<file path="src/rtl/system_gpio_pkg.sv">
`default_nettype none
// ============================================================================
// Module   : system_gpio_pkg
// Brief    : Register map and parameter encodings shared by the GPIO PIO.
// Revision : 1.0 - initial release
// ============================================================================
package system_gpio_pkg;

    localparam logic [2:0] ADDR_DATA        = 3'd0;
    localparam logic [2:0] ADDR_DIRECTION   = 3'd1;
    localparam logic [2:0] ADDR_IRQMASK     = 3'd2;
    localparam logic [2:0] ADDR_EDGECAPTURE = 3'd3;
    localparam logic [2:0] ADDR_OUTSET      = 3'd4;
    localparam logic [2:0] ADDR_OUTCLEAR    = 3'd5;

    localparam int EDGE_RISING  = 0;
    localparam int EDGE_FALLING = 1;
    localparam int EDGE_ANY     = 2;

    localparam int IRQ_LEVEL = 0;
    localparam int IRQ_EDGE  = 1;

endpackage
`default_nettype wire

</file>
<file path="src/rtl/system_gpio_pio_if.sv">
`default_nettype none
// ============================================================================
// Module   : system_gpio_pio_if
// Brief    : Avalon-MM slave bus bundle for the GPIO PIO register file.
// Revision : 1.0 - initial release
// ============================================================================
interface system_gpio_pio_if;

    logic [2:0]  address;
    logic        chipselect;
    logic        write_n;
    logic [31:0] writedata;
    logic [31:0] readdata;

    modport master (
        output address,
        output chipselect,
        output write_n,
        output writedata,
        input  readdata
    );

    modport slave (
        input  address,
        input  chipselect,
        input  write_n,
        input  writedata,
        output readdata
    );

endinterface
`default_nettype wire

</file>
<file path="src/rtl/system_gpio_sync.sv">
`default_nettype none
// ============================================================================
// Module   : system_gpio_sync
// Brief    : 2-flop input synchroniser, delay flop and per-bit edge detect.
// Revision : 1.0 - initial release
// ============================================================================
module system_gpio_sync
    import system_gpio_pkg::*;
#(
    parameter int WIDTH     = 19,
    parameter int EDGE_TYPE = EDGE_RISING
) (
    input  wire logic             clk,
    input  wire logic             reset,
    input  wire logic [WIDTH-1:0] i_async,
    output logic      [WIDTH-1:0] o_sync_in,
    output logic      [WIDTH-1:0] o_edge
);

    logic [WIDTH-1:0] r_meta;
    logic [WIDTH-1:0] r_sync;
    logic [WIDTH-1:0] r_prev;

    // All three stages clear together so a release never looks like an edge.
    always_ff @(posedge clk or posedge reset) begin
        if (reset) begin
            r_meta <= '0;
            r_sync <= '0;
            r_prev <= '0;
        end else begin
            r_meta <= i_async;
            r_sync <= r_meta;
            r_prev <= r_sync;
        end
    end

    assign o_sync_in = r_sync;

    generate
        if (EDGE_TYPE == EDGE_FALLING) begin : g_edge_fall
            assign o_edge = ~r_sync & r_prev;
        end else if (EDGE_TYPE == EDGE_ANY) begin : g_edge_any
            assign o_edge = r_sync ^ r_prev;
        end else begin : g_edge_rise
            assign o_edge = r_sync & ~r_prev;
        end
    endgenerate

endmodule
`default_nettype wire

</file>
<file path="src/rtl/system_gpio_pio.sv">
`default_nettype none
// ============================================================================
// Module   : system_gpio_pio
// Brief    : Avalon-MM parallel I/O: data/direction/irqmask/edgecapture regs.
// Revision : 1.0 - initial release
// ============================================================================
module system_gpio_pio
    import system_gpio_pkg::*;
#(
    parameter int          WIDTH       = 19,
    parameter logic [31:0] RESET_VALUE = 32'd0,
    parameter int          EDGE_TYPE   = EDGE_RISING,
    parameter int          IRQ_TYPE    = IRQ_EDGE
) (
    input  wire logic             clk,
    input  wire logic             reset,
    system_gpio_pio_if.slave      bus,
    input  wire logic [WIDTH-1:0] in_port,
    output logic      [WIDTH-1:0] out_port,
    output logic      [WIDTH-1:0] oe,
    output logic                  irq
);

    logic [WIDTH-1:0] r_data_out;
    logic [WIDTH-1:0] r_direction;
    logic [WIDTH-1:0] r_irqmask;
    logic [WIDTH-1:0] r_edgecapture;
    logic             r_irq;

    logic [WIDTH-1:0] w_sync_in;
    logic [WIDTH-1:0] w_edge;
    logic [WIDTH-1:0] w_wdata;
    logic [WIDTH-1:0] w_clear;
    logic [WIDTH-1:0] w_irq_src;
    logic [31:0]      w_readdata;
    logic             w_wr_en;

    system_gpio_sync #(
        .WIDTH     (WIDTH),
        .EDGE_TYPE (EDGE_TYPE)
    ) u_sync (
        .clk       (clk),
        .reset     (reset),
        .i_async   (in_port),
        .o_sync_in (w_sync_in),
        .o_edge    (w_edge)
    );

    assign w_wr_en = bus.chipselect & ~bus.write_n;
    assign w_wdata = bus.writedata[WIDTH-1:0];
    assign w_clear = (w_wr_en && (bus.address == ADDR_EDGECAPTURE)) ? w_wdata : '0;

    generate
        if (WIDTH < 32) begin : g_wdata_hi
            logic w_unused_wdata_hi;
            assign w_unused_wdata_hi = ^bus.writedata[31:WIDTH];
        end
    endgenerate

    always_ff @(posedge clk or posedge reset) begin
        if (reset) begin
            r_data_out  <= RESET_VALUE[WIDTH-1:0];
            r_direction <= '0;
            r_irqmask   <= '0;
        end else if (w_wr_en) begin
            case (bus.address)
                ADDR_DATA:      r_data_out  <= w_wdata;
                ADDR_DIRECTION: r_direction <= w_wdata;
                ADDR_IRQMASK:   r_irqmask   <= w_wdata;
                ADDR_OUTSET:    r_data_out  <= r_data_out | w_wdata;
                ADDR_OUTCLEAR:  r_data_out  <= r_data_out & ~w_wdata;
                default: ;
            endcase
        end
    end

    // A new edge is ORed in after the clear, so set wins on a collision.
    always_ff @(posedge clk or posedge reset) begin
        if (reset) begin
            r_edgecapture <= '0;
        end else begin
            r_edgecapture <= (r_edgecapture & ~w_clear) | w_edge;
        end
    end

    generate
        if (IRQ_TYPE == IRQ_EDGE) begin : g_irq_edge
            assign w_irq_src = r_edgecapture;
        end else begin : g_irq_level
            assign w_irq_src = w_sync_in;
        end
    endgenerate

    always_ff @(posedge clk or posedge reset) begin
        if (reset) begin
            r_irq <= 1'b0;
        end else begin
            r_irq <= |(w_irq_src & r_irqmask);
        end
    end

    always_comb begin
        w_readdata = '0;
        case (bus.address)
            ADDR_DATA:        w_readdata[WIDTH-1:0] = (w_sync_in & ~r_direction) |
                                                      (r_data_out & r_direction);
            ADDR_DIRECTION:   w_readdata[WIDTH-1:0] = r_direction;
            ADDR_IRQMASK:     w_readdata[WIDTH-1:0] = r_irqmask;
            ADDR_EDGECAPTURE: w_readdata[WIDTH-1:0] = r_edgecapture;
            default: ;
        endcase
    end

    assign bus.readdata = w_readdata;
    assign out_port     = r_data_out;
    assign oe           = r_direction;
    assign irq          = r_irq;

endmodule
`default_nettype wire

</file>
<file path="src/flat_wrapper.sv">
// flat-port wrapper written by rule: the top's interface ports become plain ports
module system_gpio_pio_flat import system_gpio_pkg::*;
#(
    parameter int          WIDTH       = 19,
    parameter logic [31:0] RESET_VALUE = 32'd0,
    parameter int          EDGE_TYPE   = EDGE_RISING,
    parameter int          IRQ_TYPE    = IRQ_EDGE
)
  (clk, reset, in_port, out_port, oe, irq, bus_address, bus_chipselect, bus_write_n, bus_writedata, bus_readdata);
  system_gpio_pio_if bus_i ();
  input  wire logic clk;
  input  wire logic reset;
  input  wire logic [WIDTH-1:0] in_port;
  output logic      [WIDTH-1:0] out_port;
  output logic      [WIDTH-1:0] oe;
  output logic irq;
  input wire logic [$bits(bus_i.address)-1:0] bus_address;
  input wire logic [$bits(bus_i.chipselect)-1:0] bus_chipselect;
  input wire logic [$bits(bus_i.write_n)-1:0] bus_write_n;
  input wire logic [$bits(bus_i.writedata)-1:0] bus_writedata;
  output wire logic [$bits(bus_i.readdata)-1:0] bus_readdata;
  assign bus_i.address = bus_address;
  assign bus_i.chipselect = bus_chipselect;
  assign bus_i.write_n = bus_write_n;
  assign bus_i.writedata = bus_writedata;
  assign bus_readdata = bus_i.readdata;
  system_gpio_pio #(.WIDTH(WIDTH), .RESET_VALUE(RESET_VALUE), .EDGE_TYPE(EDGE_TYPE), .IRQ_TYPE(IRQ_TYPE)) u_core (.clk(clk), .reset(reset), .bus(bus_i), .in_port(in_port), .out_port(out_port), .oe(oe), .irq(irq));
endmodule
</file>
<file path="config.mk">
export PLATFORM = sky130hd
export DESIGN_NAME = system_gpio_pio_flat
export DESIGN_NICKNAME = d
export VERILOG_FILES = /design/src/rtl/system_gpio_pkg.sv /design/src/rtl/system_gpio_pio_if.sv /design/src/rtl/system_gpio_sync.sv /design/src/rtl/system_gpio_pio.sv /design/src/flat_wrapper.sv
export SDC_FILE = /design/constraint.sdc
export NUM_CORES = 1
export LEC_CHECK = 0
export ABC_AREA = 1
export BUFFER_PORTS_ARGS = -buffer_cell sky130_fd_sc_hd__buf_2
export CAP_MARGIN = 20
export CORE_MARGIN = 8
export CORE_UTILIZATION = 57
export CTS_CLUSTER_DIAMETER = 40
export DETAILED_ROUTE_END_ITERATION = 10
export PLACE_DENSITY = 0.89
export REMOVE_ABC_BUFFERS = 1
export SKIP_CTS_REPAIR_TIMING = 1
export SLEW_MARGIN = 20
export SYNTH_ARGS = -nofsm -noshare
export SYNTH_HDL_FRONTEND = slang
export SYNTH_SLANG_ARGS = --single-unit
</file>
<file path="constraint.sdc">
create_clock -name clk -period 12 [get_ports clk]
set_input_delay 0.6 -clock clk [delete_from_list [all_inputs] [get_ports clk]]
set_output_delay 0.6 -clock clk [all_outputs]
set_load 0.01 [all_outputs]
</file>
After elaboration in Yosys (flattened, before gate mapping)
Index checks and enable logic that the tools add are counted.
{"block": "classes", "addsub": 0, "multipliers": 0, "div_mod_pow": 0, "n_lt_le_gt_ge": 0, "n_eq_ne": 5, "shifts": 0, "n_mux": 3, "bitwise_logic": 15, "n_reduce_logical": 7}
{"cell": "bitwise AND 19 bit", "count": 6}
{"cell": "inverter 19 bit", "count": 4}
{"cell": "one-hot mux 19 bit (4 select lines)", "count": 1}
{"cell": "OR 19 bit", "count": 3}
{"cell": "one-hot mux 19 bit (3 select lines)", "count": 1}
{"cell": "2-to-1 mux 19 bit", "count": 1}
{"cell": "OR reduction 19 bit", "count": 1}
{"cell": "equality test 3 x 2 -> 1 bit (second input constant)", "count": 2}
{"cell": "equality test 3 bit (second input constant)", "count": 2}
{"cell": "AND reduction 2 bit", "count": 3}
{"cell": "equality test 3 x 1 -> 1 bit (second input constant)", "count": 1}
{"cell": "zero test 3 bit", "count": 1}
{"cell": "nonzero test 3 bit", "count": 1}
{"cell": "bitwise AND 1 bit", "count": 1}
{"cell": "logical AND 1 bit", "count": 1}
{"cell": "inverter 1 bit", "count": 1}
{"block": "word_totals", "register_bits": 134, "latchBits": 0, "ram_bits": 0, "mem_bits_ro": 0, "input_bits": 58, "output_inout_bits": 71, "n_memories": 0}

Depth between registers and ports, before layout
Gate-level depths: netlist of run 1.
{"block": "depth", "ltp_word": 7, "depth_mapped": 8, "depth_no_buf": 6}

Hierarchy
From an unflattened synthesis of run 1, not the netlist that was laid out.
{"block": "hier_totals", "hier_cells": 723, "hier_area_um2": 5896.9}
{"module": "system_gpio_pio", "n_inst": 1, "cells_each": 627, "area_per_inst_um2": 4276.6}
{"module": "system_gpio_sync", "n_inst": 1, "cells_each": 96, "area_per_inst_um2": 1620.3}

Worst setup path after synthesis of run 1
No wires, ideal clock.
{"block": "synth_timing", "path_type": "input -> output", "start": "input port bus_address[1]", "end": "output port bus_readdata[0]", "t_arrival_ns": 1.448, "t_required_ns": 11.400, "path_slack_ns": 9.952, "stages": 6, "path_cell_list": "buf_6 -> nand3_1 -> clkinv_1 -> buf_2 -> nand2_1 -> nand4_1"}
{"block": "synth_via", "elab_chain_len": 2, "elab_cells_between_ends": 5, "cone_classes": "eq/ne (3); mux (1); reduce/logical (1)"}
{"element": "from (decl)", "line_no": "flat_wrapper.sv:17", "rtl": "input wire logic [$bits(bus_i.address)-1:0] bus_address;"}
{"element": "equality test 3 x 2 -> 1 bit (tied with other cells)", "line_no": "system_gpio_pio.sv:104", "rtl": "case (bus.address)"}
{"element": "one-hot mux 19 bit (4 select lines) (*)", "line_no": "system_gpio_pio.sv:104"}
{"element": "to (decl)", "line_no": "flat_wrapper.sv:21", "rtl": "output wire logic [$bits(bus_i.readdata)-1:0] bus_readdata;"}
Mark *: on every way between the ends. The rest lies on a longest branch, timed or not.

Final worst setup path of run 1
{"block": "layout_timing", "start": "input port bus_address[2]", "end": "output port bus_readdata[15]"}
Same word-level chain as after synthesis.

==> out/qor.yml, run 1 <==
timing:
  fin_setup_tns_ps: 0
  fmax_ghz: 0.3067
  setup_violations: 0
  rsz0062_at_grt: "false"
  post-route-period-util: 0.2717
  hold_violations: 0
  period_needed_ps: 3261
  relSlewSlack: 0.2357
  drv_slew: 0
  worst_pin_slew_ps: 1145
  worst_clock_skew_ps: 7.523
place:
  place.gp.congestion: 0.8089
  dpl.hpwl_um: 9761
  place_area_um2: 6248
  dp_cells: 870
  port_buffers: 102
route:
  drcViolationCount: 0
  drt_iter0_markers: 523
  vias: 4973
  wl_um: 15580
  drt_pass1_iterations: 6
  detail-route-antenna-nets: 0
  wl_per_cell_um: 17.27
  via_per_inst: 5.513
cts:
  clk_pin_slew_ps: 60
  cts-root-buf: "clkbuf_8"
  cts_buffers: 17
  htree_levels: 4
  cts_sinks: 134
  clk_latency_ps: 540
  cts_tree: "yes"
  cts_max_path_buffers: 2
grt:
  grt_pass1_wl_um: 24920
  grt_max_degree: 71
  grtUsageTotal: 0.2445
  grt_overflow: 0
  grt_pass1_vias: 5040
  grt_antenna_before_repair: 0
setup_path:
  worstSetupPathType: "in -> out"
  critPathLaunchType: "primary input"
  arrival_ps: 2660
  cp.required_ps: 11400
  critPathMaxFanout: 23
  r2r_setup_slack_ps: 10980
  endpoint_kind: "output pin"
floorplan:
  fp.dieH_um: 116.3
  row_count: 36
  die-area_um2: 13520
  start_util: 0.5863
  coreArea_um2: 9774
  ioPinCount: 129
  die_w_um: 116.3
cells_and_area:
  syn2layout_area_growth_pct: 19.41
  drive_gt1_frac: 0.2159
  finalNetCount: 814
  mostFrequentLayoutCells: "nand2_1, dfrtp_1, buf_2"
  stdcell_count: 902
  diodes: 0
  final_common_cell: "nand2_1"
  design_area_um2: 6843
  fillerInstances: 766
synthesis:
  ys_ff_latch: 134
  synth_area_per_cell_um2: 8.709
  syn_inst: 658
  synthDistinctLibCells: 20
  yosys_warnings: 0
  netlist_area_um2: 5730
  seq_area_frac_synth: 0.5852
hold_path:
  hold_path_class: "in -> async"
job:
  maxCapViolCount: 0
power:
  finalPower_uw: 1256
  power_leakage_uw: 0.003486
  ir_drop_uv: 141.0
  p_per_area_nw_per_um2: 183.5
status:
  status: "completed"
-- registers in the layout, indices dropped and copies added, names as in the netlist --
register,cells
u_core.out_port,19
u_core.r_edgecapture,19
u_core.u_sync.r_meta,19
u_core.oe,19
u_core.irq,1
u_core.r_irqmask,19
u_core.u_sync.o_sync_in,19
u_core.u_sync.r_prev,19
-- final timing paths --
check	start	endpoint	cells past startpoint
worst max-delay path	bus_address[2]	bus_readdata[15]	7
max in group asynchronous	reset	u_core.r_irqmask[12]$_DFFE_PP0P_	3
worst max register to register	u_core.r_edgecapture[4]$_DFF_PP0_	u_core.irq$_DFF_PP0_	6
min in group clk	in_port[7]	u_core.u_sync.r_meta[7]$_DFF_PP0_	1
worst min-delay path	reset	u_core.u_sync.o_sync_in[0]$_DFF_PP0_	2
worst min register to register	u_core.u_sync.r_meta[4]$_DFF_PP0_	u_core.u_sync.o_sync_in[4]$_DFF_PP0_	0
-- layer usage --
layer	share of wire	GRT usage
met1	0.39	0.2930
met2	0.49	0.3998
met3	0.099	0.07032
met4	0.020	0.1150
met5	0	0
-- logic make-up (layout without fill, tap and decap cells) --
group,count (synthesis),in the layout,synth area share
buf+inv,93,192,0.07947
flops,134,134,0.5852
other cells,1,13,0.0006544
compound gates,57,57,0.04978
simple gates,373,373,0.2849
-- final cells by class --
cell class / instances / area, um^2 / share of cell area
Clock buffer: 18 / 417.9 / 0.06107
Clock inverter: 14 / 176.4 / 0.02578
Inverter: 51 / 196.4 / 0.02871
Multi-Input combinational cell: 443 / 1969 / 0.2878
Sequential cell: 134 / 3353 / 0.4900
Tap cell: 133 / 166.4 / 0.02432
Timing Repair Buffer: 109 / 563.0 / 0.08228
-- where the power goes --
| group | switching (uW) | total (uW) | internal, uW |
|---|---|---|---|
| logic | 115 | 183 | 67.9 |
| registers | 45.7 | 550 | 505 |
| clock network | 203 | 522 | 319 |
-- synthesized netlist by cell type --
cell      instances  area (um^2)
inv_2             1        3.750
buf_2            12        60.06
buf_6             2        22.52
nor2_4            1        11.26
buf_4            20        150.1
inv_1            48        180.2
or2_2            19        118.9
o21ai_1          10        50.05
o21ai_0          47        235.2
nand2_2           1        6.260
clkbuf_1          7        26.28
dfrtp_1         134         3353
conb_1            1        3.750
nand2_1         243        912.1
clkbuf_2          1        5.000
nand4_1          38        237.7
nor2_1            9        33.78
nand3_1          60        300.3
nor2_2            2        12.51
clkinv_1          2        7.510
-- worst max-delay path, cell delays in order --
cell     delay [ps]
buf_2           120
inv_2           380
nand2_1         190
nor2_2          900
nand2_1         160
nand4_1         150
buf_2           150
-- metrics by stage --
stage          setup slack [ps]    util  hold WS [ps]
2_1_floorplan              7817       -         331.2
5_1_grt                    8643  0.7001         132.2
6_report                   8739  0.7001         135.9
3_3_place_gp               8878  0.6393         332.3
3_5_place_dp               8840  0.6393         334.7
4_1_cts                    8790  0.7001         137.9
(Power assumes the default switching activity.)
==> run 2, diff against run 1 <==
--- a/config.mk
+++ b/config.mk
@@ -9,10 +9,10 @@
 export BUFFER_PORTS_ARGS = -buffer_cell sky130_fd_sc_hd__buf_2
 export CAP_MARGIN = 20
 export CORE_MARGIN = 8
-export CORE_UTILIZATION = 57
+export CORE_UTILIZATION = 49
 export CTS_CLUSTER_DIAMETER = 40
 export DETAILED_ROUTE_END_ITERATION = 10
-export PLACE_DENSITY = 0.89
+export PLACE_DENSITY = 0.82
 export REMOVE_ABC_BUFFERS = 1
 export SKIP_CTS_REPAIR_TIMING = 1
 export SLEW_MARGIN = 20
==> constraint.sdc (replaced) <==
create_clock -name clk -period 2.82 [get_ports clk]
set_input_delay 0.141 -clock clk [delete_from_list [all_inputs] [get_ports clk]]
set_output_delay 0.141 -clock clk [all_outputs]
set_load 0.01 [all_outputs]
==> out/qor.yml, run 2 (synthesis results as in run 1) <==
status:
  status: "finished, violations left"
  failed_checks: "negative hold slack"
timing:
  relSlewSlack: 0.2852
  rsz0062_at_grt: "false"
  fmax_ghz: 0.4815
  period_needed_ps: 2077
  worst_pin_slew_ps: 1071
  hold_violations: 1
  whs_ps: -2.730
  worst_slack_ps: 743.1
  setup_violations: 0
  worst_clock_skew_ps: 4.716
  post-route-period-util: 0.7365
  drv_slew: 0
place:
  place_ws_ps: 792.1
  dpl.hpwl_um: 9709
  place.gp.congestion: 0.7879
  port_buffers: 102
  place_area_um2: 6306
cells_and_area:
  drive_gt1_frac: 0.2111
  diodes: 0
  syn2layout_area_growth_pct: 24.61
  finalNetCount: 843
  mostFrequentLayoutCells: "nand2_1, dfrtp_1, buf_2"
  design_area_um2: 7141
  fillerInstances: 958
  final_common_cell: "nand2_1"
setup_path:
  arrival_ps: 1940
  worstPathCellList: "buf_2 -> inv_1 -> nand2_1 -> nor2_2 -> nand2_1 -> nand4_1 -> buf_2"
  critPathMaxFanout: 24
  endpoint_kind: "output pin"
  slowest_delay_ps: 830
  worstSetupPathType: "in -> out"
  cp.required_ps: 2680
  path_delay_family: "simple AND/OR/NAND/NOR gates"
  cpMaxStageDelayCell: "nor2_2"
  critPathLaunchType: "primary input"
  crit_buf_inv: 3
floorplan:
  die_w_um: 124.1
  ioPinCount: 129
  coreArea_um2: 11420
  start_util: 0.5019
  die-area_um2: 15410
  row_count: 39
  fp.dieH_um: 124.1
hold_path:
  hold_path_class: "in -> reg"
grt:
  grt_overflow: 0
  grtUsageTotal: 0.2041
  grt_pass1_wl_um: 24010
  grt_antenna_before_repair: 0
  grt_max_degree: 76
  grt_pass1_vias: 4728
power:
  power_leakage_uw: 0.003605
  p_per_area_nw_per_um2: 743.2
  ir_drop_uv: 684.1
cts:
  clk_pin_slew_ps: 60
  cts-root-buf: "clkbuf_16"
  htree_levels: 4
  clk_latency_ps: 410
  cts_buffers: 17
  cts_max_path_buffers: 2
  cts_tree: "yes"
  cts_sinks: 134
route:
  drcViolationCount: 0
  drt_pass1_iterations: 7
  wl_um: 15170
  wl_per_cell_um: 16.16
  detail-route-antenna-nets: 0
  via_per_inst: 5.233
  vias: 4914
  drt_iter0_markers: 429
job:
  maxCapViolCount: 0
[run 2: changes by cell type in the layout (fill, tap and decap cells not counted)]
cell	change
clkinv_2	-1
clkbuf_1	+1
nor2_1	-1
clkbuf_16	+1
buf_12	+1
inv_6	-3
nor2_2	+1
clkbuf_8	+3
clkinv_4	-3
dlygate4sd3_1	+25
buf_4	+3
clkinvlp_4	+1
bufinv_16	-1
[run 2: worst paths after layout]
check | start | to | slack [ps] | cells after the start
min in group asynchronous | reset | u_core.u_sync.o_sync_in[0]$_DFF_PP0_ | 390 | 3
max in group asynchronous | reset | u_core.u_sync.r_prev[12]$_DFF_PP0_ | 1710 | 4
hold reg to reg | u_core.u_sync.r_meta[8]$_DFF_PP0_ | u_core.u_sync.o_sync_in[8]$_DFF_PP0_ | 350 | 0
setup reg to reg | u_core.r_edgecapture[17]$_DFF_PP0_ | u_core.irq$_DFF_PP0_ | 1800 | 6
hold / removal | bus_writedata[9] | u_core.out_port[9]$_DFFE_PP0P_ | -3 | 3
setup / recovery | bus_address[0] | bus_readdata[10] | 740 | 7
[run 2: per-stage QoR]
stage / cells / utilization / TNS [ps] / hold slack, ps / total power, uW
finish: 939 / 0.6254 / 0 / -2.730 / 5307
global route: 939 / 0.6254 / 0 / 7.935 / 5554
CTS: 914 / 0.6034 / 0 / -188.8 / 5312
detailed placement: 884 / 0.5523 / 0 / 250.3 / 3140
global placement: 884 / 0.5523 / 0 / 249.1 / 3112
floorplan: 628 / - / -121100 / 172.4 / 2768
[run 2: per-layer routing]
layer / GRT usage / routed length, um / vias to the layer above
met3: 0.06845 / 1319 / 16
met1: 0.2537 / 6262 / 2355
met4: 0.05725 / 162 / 0
met2: 0.3333 / 7426 / 203
met5: 0 / 0 / -
li1: - / - / 2340
[run 2: worst min-delay path: cells and delay by family]
kind                   cells  cell delay [ps]
and+or+nand+nor            2              140
buffers and inverters      1              100
[run 2: where the power goes]
part	total [uW]	switching (uW)	internal, uW
Sequential	2340	187	2150
Combinational	798	481	317
Clock	2170	789	1380
[run 2: layout make-up]
type / count / area [um^2] / area share
flip-flops and latches: 134 / 3353 / 0.4696
multi-input cells: 443 / 1972 / 0.2762
repair buffers: 138 / 855.8 / 0.1199
clock buffers: 23 / 488.0 / 0.06834
inverters: 51 / 196.4 / 0.02751
well taps: 143 / 178.9 / 0.02506
clock inverters: 7 / 96.34 / 0.01349
==> run 3, diff against run 2 <==
--- a/config.mk
+++ b/config.mk
@@ -5,11 +5,11 @@
 export SDC_FILE = /design/constraint.sdc
 export NUM_CORES = 1
 export LEC_CHECK = 0
-export ABC_AREA = 1
+export ABC_AREA = 0
 export BUFFER_PORTS_ARGS = -buffer_cell sky130_fd_sc_hd__buf_2
 export CAP_MARGIN = 20
 export CORE_MARGIN = 8
-export CORE_UTILIZATION = 49
+export CORE_UTILIZATION = 48
 export CTS_CLUSTER_DIAMETER = 40
 export DETAILED_ROUTE_END_ITERATION = 10
 export PLACE_DENSITY = 0.82
==> constraint.sdc (replaced) <==
create_clock -name clk -period 1.9 [get_ports clk]
set_input_delay 0.095 -clock clk [delete_from_list [all_inputs] [get_ports clk]]
set_output_delay 0.095 -clock clk [all_outputs]
set_load 0.01 [all_outputs]
==> out/qor.yml, run 3 <==
status:
  status: "finished, violations left"
  failed_checks: "negative hold slack"
setup_path:
  r2r_setup_slack_ps: 620
  worstPathCellList: "nor2_1 -> a211oi_1 -> a211oi_1 -> buf_2"
  timing.rr.end: "u_core.irq$_DFF_PP0_"
  cp_common_cell: "a211oi_1"
  cp.required_ps: 1800
  critPathLaunchType: "flip-flop"
  r2r_start: "u_core.r_edgecapture[12]$_DFF_PP0_"
  endpoint_kind: "output pin"
  r2r_cells: 4
  cpMaxStageDelayCell: "dfrtp_1"
  worstSetupPathType: "reg -> out"
  critPathMaxFanout: 4
  slowest_delay_ps: 410
  arrival_ps: 1590
floorplan:
  die-area_um2: 14910
  coreArea_um2: 10940
  ioPinCount: 129
  start_util: 0.4942
  die_w_um: 122.1
  row_count: 38
  fp.dieH_um: 122.1
hold_path:
  min_from: "bus_writedata[6]"
  holdPathStages: 2
  hold_end: "u_core.oe[6]$_DFFE_PP0P_"
  hold_path_class: "in -> reg"
synthesis:
  ys_ff_latch: 134
  yosys_most_used_dff: "dfrtp_1"
  async_flop_share: 1.000
  seq_area_frac_synth: 0.6205
  netlist_area_um2: 5404
  syn_inst: 436
  synth.top_cell.area_share: 0.6205
  synthTopCellsByArea: "dfrtp_1, mux2_2, a22o_1, a21oi_1, inv_1"
  yosysTopAreaCell: "dfrtp_1"
  synthDistinctLibCells: 34
  yosysMostFrequentCell: "dfrtp_1"
  yosys_warnings: 0
  synth-edff-count: 0
  ys_top_cells_by_count: "dfrtp_1, a22o_1, mux2_2"
  synth_area_per_cell_um2: 12.39
route:
  drt_pass1_iterations: 6
  detail-route-antenna-nets: 0
  via_per_inst: 5.635
  drcViolationCount: 0
  wl_per_cell_um: 19.84
  vias: 4215
  wl_um: 14840
  drt_iter0_markers: 372
cts:
  htree_levels: 4
  clk_pin_slew_ps: 60
  clk_latency_ps: 420
  cts-root-buf: "clkbuf_16"
  cts_buffers: 17
  cts_max_path_buffers: 2
  cts_tree: "yes"
  cts_sinks: 134
cells_and_area:
  fillerInstances: 831
  mostFrequentLayoutCells: "dfrtp_1, buf_2, mux2_2, a22o_1, dlygate4sd3_1"
  design_area_um2: 7061
  syn2layout_area_growth_pct: 30.66
  final-seq-area_um2: 3353
  final_common_cell: "dfrtp_1"
  finalNetCount: 652
  multi_input_area_um2: 1768
  post-route-util: 0.6457
  drive_gt1_frac: 0.3213
  stdcell_count: 748
power:
  power_leakage_uw: 0.003364
  clkPwrFrac: 0.381
  p_per_area_nw_per_um2: 1099
  share_comb_of_total_power: 0.169
  power_frac_seq: 0.450
  finalPower_uw: 7758
  power.internal_uw: 5660
  p_sw_frac: 0.2704
  switchingPower_uw: 2097
  ir_drop_uv: 580.1
grt:
  grt_pass1_vias: 4253
  grt_overflow: 0
  grtUsageTotal: 0.2004
  grt_antenna_before_repair: 1
  grt_pass1_wl_um: 22630
  grt_max_degree: 49
timing:
  drv_slew: 0
  post-route-period-util: 0.8868
  fmax_ghz: 0.5935
  worst_clock_skew_ps: 11.56
  hold_violations: 2
  rsz0062_at_grt: "false"
  setup_violations: 0
  period_needed_ps: 1685
  whs_ps: -4.875
  worst_slack_ps: 215.0
place:
  place_ws_ps: 284.0
  place.gp.congestion: 0.8348
  dp_cells: 677
  port_buffers: 102
  place_area_um2: 6142
  dpl.hpwl_um: 9774
job:
  maxCapViolCount: 0
run 3: cell types whose count changed in the layout (fill, tap and decap cells not counted), moves of 24 or more:
cell,delta
a21oi_1,+24
a22o_1,+38
mux2_2,+38
nand2_1,-220
nand3_1,-60
nand4_1,-37
o21ai_0,-38
run 3: metal layers:
| metal | share of wire | up-vias | track usage |
|---|---|---|---|
| met5 | 0 | - | 0 |
| met4 | 0.015 | 0 | 0.06855 |
| met3 | 0.088 | 27 | 0.06664 |
| met2 | 0.49 | 219 | 0.3239 |
| met1 | 0.40 | 2111 | 0.2478 |
| li1 | - | 1858 | - |
run 3: cell families after synthesis:
logic type,count (synthesis),synth area share
AOI/OAI and AO/OA,123,0.1630
xor gates and xnor gates,1,0.001621
buffers and inverters,65,0.06066
DFF,134,0.6205
muxes,45,0.09215
other,1,0.0006939
and+or+nand+nor,67,0.06136
run 3: final cells by class:
type / instances / area share
flip-flops and latches: 134 / 0.4749
multi-input cells: 249 / 0.2504
repair buffers: 160 / 0.1563
clock buffers: 22 / 0.06433
well taps: 140 / 0.02481
inverters: 32 / 0.01737
clock inverters: 10 / 0.01152
diodes: 1 / 0.0003544
run 3: worst max path at each step:
stage,slack (ps),end,startpoint
2_1_floorplan,-1780,u_core.irq$_DFF_PP0_,reset
5_1_grt,140,bus_readdata[18],u_core.oe[18]$_DFFE_PP0P_
3_3_place_gp,320,u_core.out_port[12]$_DFFE_PP0P_,bus_address[1]
3_5_place_dp,280,u_core.out_port[17]$_DFFE_PP0P_,bus_address[1]
4_1_cts,210,bus_readdata[18],u_core.oe[18]$_DFFE_PP0P_
6_report,220,bus_readdata[18],u_core.oe[18]$_DFFE_PP0P_
run 3: worst max-delay path, delay by kind of cell (launching register included):
family | cells | cell delay, ps
AOI/OAI and AO/OA | 2 | 450
DFF | 1 | 410
buffers and inverters | 1 | 210
and+or+nand+nor | 1 | 110
run 3: power groups by stage:
| stage | registers [uW] | logic (uW) | clock network [uW] |
|---|---|---|---|
| 5_1_grt | 3540 | 1430 | 3140 |
| 3_5_place_dp | 3530 | 1240 | 0 |
| 4_1_cts | 3490 | 1260 | 3010 |
| 2_1_floorplan | 3560 | 614 | 0 |
| 6_report | 3490 | 1310 | 2960 |
| 3_3_place_gp | 3510 | 1200 | 0 |
run 3: per-stage QoR:
stage / hold WS, ps / TNS, ps
final: -4.875 / 0
after global routing: 4.531 / 0
after CTS: -352.2 / 0
after detailed placement: 96.10 / 0
after global placement: 89.25 / 0
after floorplan: 126.4 / -238220
